**src/rtl/dmem_port_arbiter_pkg.sv**
```systemverilog
// Shared definitions for the data-memory port arbiter: word width,
// DMA direction encoding and arbiter state encoding.
package dmem_port_arbiter_pkg;

  localparam int WORD = 32;
  localparam logic [WORD-1:0] WORD_STEP = 32'd4;

  // DMA_WR moves data into memory, DMA_RD moves data out of memory
  typedef enum logic {
    DMA_WR = 1'b0,
    DMA_RD = 1'b1
  } dmaDir_t;

  typedef enum logic [1:0] {
    ARB_IDLE  = 2'd0,
    ARB_BURST = 2'd1,
    ARB_DONE  = 2'd2
  } arbState_t;

endpackage

```
**src/rtl/dmem_port_arbiter_if.sv**
```systemverilog
// Bundle of CPU MEM-stage, DMA burst and data_mem signals around the arbiter.
// The slave modport is the arbiter's view; master is the surrounding system.
interface dmem_port_arbiter_if #(
  parameter int LEN_W = 10
);
  import dmem_port_arbiter_pkg::*;

  logic             cpu_read;
  logic             cpu_write;
  logic [WORD-1:0]  cpu_addr;
  logic [WORD-1:0]  cpu_wdata;
  logic [WORD-1:0]  cpu_rdata;
  logic             cpu_stall;

  logic             dma_start;
  logic             dma_dir;
  logic [WORD-1:0]  dma_base;
  logic [LEN_W-1:0] dma_len;
  logic             dma_busy;
  logic             dma_done;
  logic [WORD-1:0]  dma_wdata;
  logic             dma_wvalid;
  logic             dma_wready;
  logic [WORD-1:0]  dma_rdata;
  logic             dma_rvalid;
  logic             dma_rready;

  logic             mem_read;
  logic             mem_write;
  logic [WORD-1:0]  mem_address;
  logic [WORD-1:0]  mem_write_data;
  logic [WORD-1:0]  mem_read_data;

  modport slave (
    input  cpu_read, cpu_write, cpu_addr, cpu_wdata,
    output cpu_rdata, cpu_stall,
    input  dma_start, dma_dir, dma_base, dma_len, dma_wdata, dma_wvalid, dma_rready,
    output dma_busy, dma_done, dma_wready, dma_rdata, dma_rvalid,
    output mem_read, mem_write, mem_address, mem_write_data,
    input  mem_read_data
  );

  modport master (
    output cpu_read, cpu_write, cpu_addr, cpu_wdata,
    input  cpu_rdata, cpu_stall,
    output dma_start, dma_dir, dma_base, dma_len, dma_wdata, dma_wvalid, dma_rready,
    input  dma_busy, dma_done, dma_wready, dma_rdata, dma_rvalid,
    input  mem_read, mem_write, mem_address, mem_write_data,
    output mem_read_data
  );

endinterface

```
**src/rtl/dmem_port_arbiter_burst_counter.sv**
```systemverilog
// Address and remaining-word tracker for one DMA burst. Loaded at burst
// start, stepped once per granted beat; last flags the final beat.
module dma_burst_counter
  import dmem_port_arbiter_pkg::*;
#(
  parameter int LEN_W = 10
) (
  input  logic             clk,
  input  logic             reset,
  input  logic             load,
  input  logic             step,
  input  logic [WORD-1:0]  baseAddr,
  input  logic [LEN_W-1:0] len,
  output logic [WORD-1:0]  addr,
  output logic             last
);

  logic [LEN_W-1:0] remaining;

  // Address advances one word per beat and wraps naturally at the word width
  always_ff @(posedge clk) begin
    if (reset) begin
      addr      <= '0;
      remaining <= '0;
    end else if (load) begin
      addr      <= baseAddr;
      remaining <= len;
    end else if (step) begin
      addr      <= addr + WORD_STEP;
      remaining <= remaining - LEN_W'(1);
    end
  end

  assign last = (remaining == LEN_W'(1));

endmodule

```
**src/rtl/dmem_port_arbiter.sv**
```systemverilog
// Shares the single data-memory port between the CPU MEM stage and a burst
// DMA engine. The CPU wins by default; a blocked DMA beat is forced through
// (stalling the CPU for one cycle) once it has waited MAX_WAIT cycles.
module dmem_port_arbiter #(
  parameter int LEN_W    = 10,
  parameter int MAX_WAIT = 4
) (
  input  logic               clk,
  input  logic               reset,
  dmem_port_arbiter_if.slave bus
);
  import dmem_port_arbiter_pkg::*;

  localparam int WAIT_W = $clog2(MAX_WAIT + 1);

  arbState_t         state;
  dmaDir_t           dirQ;
  logic [WAIT_W-1:0] waitCnt;

  logic              cpuReq;
  logic              dmaReadyBeat;
  logic              dmaGnt;
  logic              cpuGnt;
  logic              burstLoad;
  logic              burstLast;
  logic [WORD-1:0]   burstAddr;

  assign cpuReq       = bus.cpu_read | bus.cpu_write;
  assign dmaReadyBeat = (state == ARB_BURST) &
                        ((dirQ == DMA_WR) ? bus.dma_wvalid : bus.dma_rready);
  assign dmaGnt       = dmaReadyBeat & (~cpuReq | (waitCnt == WAIT_W'(MAX_WAIT)));
  assign cpuGnt       = cpuReq & ~dmaGnt;
  assign burstLoad    = (state == ARB_IDLE) & bus.dma_start & (bus.dma_len != '0);

  dma_burst_counter #(.LEN_W(LEN_W)) burstCounter (
    .clk      (clk),
    .reset    (reset),
    .load     (burstLoad),
    .step     (dmaGnt),
    .baseAddr (bus.dma_base),
    .len      (bus.dma_len),
    .addr     (burstAddr),
    .last     (burstLast)
  );

  // Burst sequencing plus the starvation counter that forces a DMA beat
  always_ff @(posedge clk) begin
    if (reset) begin
      state   <= ARB_IDLE;
      dirQ    <= DMA_WR;
      waitCnt <= '0;
    end else begin
      case (state)
        ARB_IDLE: begin
          if (bus.dma_start) begin
            if (bus.dma_len != '0) begin
              dirQ  <= dmaDir_t'(bus.dma_dir);
              state <= ARB_BURST;
            end else begin
              state <= ARB_DONE;
            end
          end
        end
        ARB_BURST: begin
          if (dmaGnt && burstLast) begin
            state <= ARB_DONE;
          end
        end
        ARB_DONE: state <= ARB_IDLE;
        default:  state <= ARB_IDLE;
      endcase

      if ((state == ARB_IDLE) || dmaGnt) begin
        waitCnt <= '0;
      end else if (dmaReadyBeat && cpuGnt) begin
        waitCnt <= waitCnt + WAIT_W'(1);
      end
    end
  end

  assign bus.cpu_stall = cpuReq & dmaGnt;
  assign bus.dma_busy  = (state != ARB_IDLE);
  assign bus.dma_done  = (state == ARB_DONE);

  // Steer the memory port to whichever side holds the grant this cycle
  always_comb begin
    bus.mem_read       = 1'b0;
    bus.mem_write      = 1'b0;
    bus.mem_address    = '0;
    bus.mem_write_data = '0;
    bus.cpu_rdata      = '0;
    bus.dma_wready     = 1'b0;
    bus.dma_rvalid     = 1'b0;
    bus.dma_rdata      = '0;
    if (cpuGnt) begin
      bus.mem_read       = bus.cpu_read;
      bus.mem_write      = bus.cpu_write;
      bus.mem_address    = bus.cpu_addr;
      bus.mem_write_data = bus.cpu_wdata;
      bus.cpu_rdata      = bus.mem_read_data;
    end else if (dmaGnt) begin
      bus.mem_address = burstAddr;
      if (dirQ == DMA_WR) begin
        bus.mem_write      = 1'b1;
        bus.mem_write_data = bus.dma_wdata;
        bus.dma_wready     = 1'b1;
      end else begin
        bus.mem_read   = 1'b1;
        bus.dma_rvalid = 1'b1;
        bus.dma_rdata  = bus.mem_read_data;
      end
    end
  end

endmodule

```
**src/flat_wrapper.sv**
```systemverilog
// flat-port wrapper written by rule: the top's interface ports become plain ports
module dmem_port_arbiter_flat import dmem_port_arbiter_pkg::*;
#(
  parameter int LEN_W    = 10,
  parameter int MAX_WAIT = 4
)
  (clk, reset, bus_cpu_read, bus_cpu_write, bus_cpu_addr, bus_cpu_wdata, bus_cpu_rdata, bus_cpu_stall, bus_dma_start, bus_dma_dir, bus_dma_base, bus_dma_len, bus_dma_wdata, bus_dma_wvalid, bus_dma_rready, bus_dma_busy, bus_dma_done, bus_dma_wready, bus_dma_rdata, bus_dma_rvalid, bus_mem_read, bus_mem_write, bus_mem_address, bus_mem_write_data, bus_mem_read_data);
  dmem_port_arbiter_if #(.LEN_W(LEN_W)) bus_i ();
  input  logic clk;
  input  logic reset;
  input wire logic [$bits(bus_i.cpu_read)-1:0] bus_cpu_read;
  input wire logic [$bits(bus_i.cpu_write)-1:0] bus_cpu_write;
  input wire logic [$bits(bus_i.cpu_addr)-1:0] bus_cpu_addr;
  input wire logic [$bits(bus_i.cpu_wdata)-1:0] bus_cpu_wdata;
  output wire logic [$bits(bus_i.cpu_rdata)-1:0] bus_cpu_rdata;
  output wire logic [$bits(bus_i.cpu_stall)-1:0] bus_cpu_stall;
  input wire logic [$bits(bus_i.dma_start)-1:0] bus_dma_start;
  input wire logic [$bits(bus_i.dma_dir)-1:0] bus_dma_dir;
  input wire logic [$bits(bus_i.dma_base)-1:0] bus_dma_base;
  input wire logic [$bits(bus_i.dma_len)-1:0] bus_dma_len;
  input wire logic [$bits(bus_i.dma_wdata)-1:0] bus_dma_wdata;
  input wire logic [$bits(bus_i.dma_wvalid)-1:0] bus_dma_wvalid;
  input wire logic [$bits(bus_i.dma_rready)-1:0] bus_dma_rready;
  output wire logic [$bits(bus_i.dma_busy)-1:0] bus_dma_busy;
  output wire logic [$bits(bus_i.dma_done)-1:0] bus_dma_done;
  output wire logic [$bits(bus_i.dma_wready)-1:0] bus_dma_wready;
  output wire logic [$bits(bus_i.dma_rdata)-1:0] bus_dma_rdata;
  output wire logic [$bits(bus_i.dma_rvalid)-1:0] bus_dma_rvalid;
  output wire logic [$bits(bus_i.mem_read)-1:0] bus_mem_read;
  output wire logic [$bits(bus_i.mem_write)-1:0] bus_mem_write;
  output wire logic [$bits(bus_i.mem_address)-1:0] bus_mem_address;
  output wire logic [$bits(bus_i.mem_write_data)-1:0] bus_mem_write_data;
  input wire logic [$bits(bus_i.mem_read_data)-1:0] bus_mem_read_data;
  assign bus_i.cpu_read = bus_cpu_read;
  assign bus_i.cpu_write = bus_cpu_write;
  assign bus_i.cpu_addr = bus_cpu_addr;
  assign bus_i.cpu_wdata = bus_cpu_wdata;
  assign bus_cpu_rdata = bus_i.cpu_rdata;
  assign bus_cpu_stall = bus_i.cpu_stall;
  assign bus_i.dma_start = bus_dma_start;
  assign bus_i.dma_dir = bus_dma_dir;
  assign bus_i.dma_base = bus_dma_base;
  assign bus_i.dma_len = bus_dma_len;
  assign bus_i.dma_wdata = bus_dma_wdata;
  assign bus_i.dma_wvalid = bus_dma_wvalid;
  assign bus_i.dma_rready = bus_dma_rready;
  assign bus_dma_busy = bus_i.dma_busy;
  assign bus_dma_done = bus_i.dma_done;
  assign bus_dma_wready = bus_i.dma_wready;
  assign bus_dma_rdata = bus_i.dma_rdata;
  assign bus_dma_rvalid = bus_i.dma_rvalid;
  assign bus_mem_read = bus_i.mem_read;
  assign bus_mem_write = bus_i.mem_write;
  assign bus_mem_address = bus_i.mem_address;
  assign bus_mem_write_data = bus_i.mem_write_data;
  assign bus_i.mem_read_data = bus_mem_read_data;
  dmem_port_arbiter #(.LEN_W(LEN_W), .MAX_WAIT(MAX_WAIT)) u_core (.clk(clk), .reset(reset), .bus(bus_i));
endmodule
```
**config.mk**
```make
export PLATFORM = sky130hd
export DESIGN_NAME = dmem_port_arbiter_flat
export DESIGN_NICKNAME = d
export VERILOG_FILES = /design/src/rtl/dmem_port_arbiter_pkg.sv /design/src/rtl/dmem_port_arbiter_if.sv /design/src/rtl/dmem_port_arbiter_burst_counter.sv /design/src/rtl/dmem_port_arbiter.sv /design/src/flat_wrapper.sv
export SDC_FILE = /design/constraint.sdc
export NUM_CORES = 1
export LEC_CHECK = 0
export CAP_MARGIN = 5
export CORE_AREA = 2 2 121 123
export DETAILED_ROUTE_END_ITERATION = 10
export DIE_AREA = 0 0 123 125
export GPL_TIMING_DRIVEN = 0
export HOLD_SLACK_MARGIN = 0.05
export PLACE_DENSITY = 0.68
export SLEW_MARGIN = 20
export SYNTH_ARGS = -nofsm -noshare
export SYNTH_HDL_FRONTEND = slang
export SYNTH_SLANG_ARGS = --single-unit
export TNS_END_PERCENT = 5
```
**constraint.sdc**
```tcl
create_clock -name clk -period 4.9 [get_ports clk]
set_clock_uncertainty 0.1 [all_clocks]
set_input_delay 0.98 -clock clk [delete_from_list [all_inputs] [get_ports clk]]
set_output_delay 0.98 -clock clk [all_outputs]
set_load 0.02 [all_outputs]
```
==> out/metrics.yaml <==
final_layout:
  final.fill_count: 1372
  layout-drive-gt1-share: 0.0486
  register_area_um2: 961
  multi_input_area_um2: 2590
  fin_nets: 985
  syn2layout_area_growth_pct: 94.7
  utilization: 0.510
clocking:
  clk_pin_slew_ps: 60
  postCtsHoldBufs: 0
  clock_path_buffers: 2
  cts_sinks: 48
  clk_latency_ps: 290
  cts-htree-levels: 2
  cts_setup_buffers: 0
  tritoncts: "yes"
  numCtsBuffers: 5
  root_buffer: "clkbuf_16"
critical_path:
  worstSetupPathType: "input pin to output pin"
  r2r_end: "u_core.burstCounter.addr[30]"
  worstRegToRegCells: 8
  cp.required_ps: 3820
  cp_max_fo: 10
  cp-end-kind: "output pin"
  r2r-start: "u_core.dirQ"
  cp-start-kind: "input pin"
  cp_data_arrival_time_ps: 3750
  rrSetupSlack_ps: 2170
timing:
  drv_slew: 0
  max_freq_ghz: 0.207
  slew_headroom: 0.405
  setup_viol: 0
  hold_viol_final: 0
  finalCritPeriodShare: 0.986
  setup_ws_ps: 68.4
  rsz0062_at_grt: "yes"
  fin_crit_ps: 4830
  tightestPinTransition_ps: 888
min_path:
  whs_path_depth: 2
  holdPathEnd: "u_core.burstCounter.addr[1]"
  hold_class: "flip-flop to flip-flop"
  min_from: "u_core.burstCounter.addr[1]"
logic_synthesis:
  async_reset_ff_frac: 0
  yosysTopAreaCell: "dfxtp_1"
  ys_seq_elements: 48
  yosysTopAreaCellShare: 0.258
  yosysSeqAreaShare: 0.258
  synth_flop_cell: "dfxtp_1"
  avgSynthCellArea_um2: 7.71
  syn_area_um2: 3720
  syn_inst: 483
  yosys_warnings: 0
  netlist_top_cells_area: "dfxtp_1, a22o_1, and2_1"
  synth_common_cells: "a22o_1, dfxtp_1, nor2_1"
  synth_edf_count: 0
  synth_cell_type_count: 59
  synth_fp_nets: 666
  yosysMostFrequentCell: "a22o_1"
route:
  post_drt_wl_per_cell_um: 21.8
  drtPass1Iterations: 7
  viasPerCell: 5.42
  finalWirelength_mm: 21.5
  antenna_left: 0
  drtIter0Drc: 463
  vias: 5351
  drc: 0
floorplan:
  pin_count: 313
  die_y_um: 125
  initial_core_util: 0.262
  dieWidth_um: 123
  rows: 44
  core_um2: 14200
  dieArea_um2: 15400
pwr:
  p_leak_nw: 2.80
  power_density_nw_per_um2: 191
  irDropWorstVdd_v: 0.000116
global_route:
  grt_max_degree: 15
  grt_pass1_wl_mm: 31.7
  grt_usage: 0.269
  grt_pass1_vias: 5383
  grt_overflow_total: 0
  antenna_found_initial: 1
run:
  max-cap-violations: 0
placed_design:
  finalWeightedCongestion: 0.918
  io_buffers: 312
  hpwlAfterDp_mm: 17.2
  pre_cts_ws_ps: -300
run_status:
  status: "finished clean"
[kinds of logic (layout without fill, tap and decap cells)]
kind of cell             count (synthesis)  in the layout  synth area share
XOR/XNOR                                18             18            0.0423
adder cells (fa/ha/maj)                  5              5            0.0168
multiplexers                             2              2           0.00571
other                                    0              1                 0
buffers and inverters                   50            369            0.0521
AO/OA/AOI/OAI                          140            140             0.299
AND/OR/NAND/NOR                        220            220             0.326
flip-flops                              48             48             0.258
[cell type report]
cell class                 count  share of cell area
sequential                    48               0.133
timing repair buffer         312               0.431
antenna                        1            0.000345
clock inverter                 2             0.00173
buffer                        43              0.0250
multi-input combinational    385               0.357
tap                          184              0.0318
inverter                       7             0.00362
clock buffer                   5              0.0173
[critical path: stages]
cell	delay, ps
clkdlybuf4s50_1	400
mux2_2	360
a41oi_4	420
buf_2	330
clkbuf_1	370
a22o_1	190
clkdlybuf4s50_1	700
[placed cells by master, fill, tap and decap left out, types with 8 or more instances in the layout]
cell type / n
clkdlybuf4s50_1: 312
a22o_1: 61
dfxtp_1: 48
nor2_1: 43
and3_1: 34
and2_1: 34
nand2_1: 25
clkbuf_1: 23
nand3_1: 22
a211oi_1: 16
nand4_1: 15
nor3_1: 13
a21oi_1: 13
xnor2_1: 9
xor2_1: 9
buf_2: 8
clkbuf_2: 8
nor4_1: 8
a31oi_1: 8
[power by group]
part | leakage, nW | switching [mW] | internal, mW
clock network | 0.0657 | 0.153 | 0.186
logic | 2.34 | 0.270 | 0.310
registers | 0.396 | 0.0455 | 0.424
total | 2.80 | 0.469 | 0.919
[state kept, by name, indices dropped and copies added, names as in the netlist]
register / count
u_core.dirQ: 1
u_core.burstCounter.remaining: 10
u_core.burstCounter.addr: 32
u_core.state: 2
u_core.waitCnt: 3
[metrics by stage]
step | setup TNS (ps) | std cells | instance area, µm² | power [mW] | hold slack, ps
floorplan | 0 | 483 | 3720 | 0.711 | 337
finish | 0 | 987 | 7250 | 1.39 | 363
CTS | 0 | 986 | 7240 | 1.39 | 362
global route | -374 | 986 | 7250 | 1.44 | 387
global placement | -10310 | 979 | 7080 | 1.04 | 346
detailed placement | -11780 | 979 | 7080 | 1.05 | 354
[worst max-delay path by stage]
| stage | cells past startpoint | startpoint | slack (ps) | to |
|---|---|---|---|---|
| 3_5_place_dp | 8 | bus_cpu_read | -300 | bus_mem_write_data[27] |
| 2_1_floorplan | 6 | bus_cpu_read | 1320 | bus_mem_write_data[23] |
| 3_3_place_gp | 8 | bus_cpu_read | -260 | bus_mem_write_data[29] |
| 4_1_cts | 8 | bus_cpu_read | 6 | bus_mem_address[10] |
| 6_report | 7 | bus_dma_rready | 70 | bus_mem_write_data[29] |
| 5_1_grt | 8 | bus_cpu_read | -60 | bus_dma_rdata[8] |
[what timing repair did]
action | 4_1_cts | 5_1_grt
pin swaps | 0 | 0
gates resized for setup | 10 | 5
endpoints found under the setup margin | 74 | 59
[per-layer routing]
layer | share of wire | wire length [µm] | track usage
met1 | 0.39 | 8420 | 0.328
met2 | 0.47 | 10200 | 0.455
met3 | 0.11 | 2290 | 0.0817
met4 | 0.027 | 586 | 0.0702
met5 | 0 | 0 | 0
No activity file was read; power rests on OpenSTA's default activity.
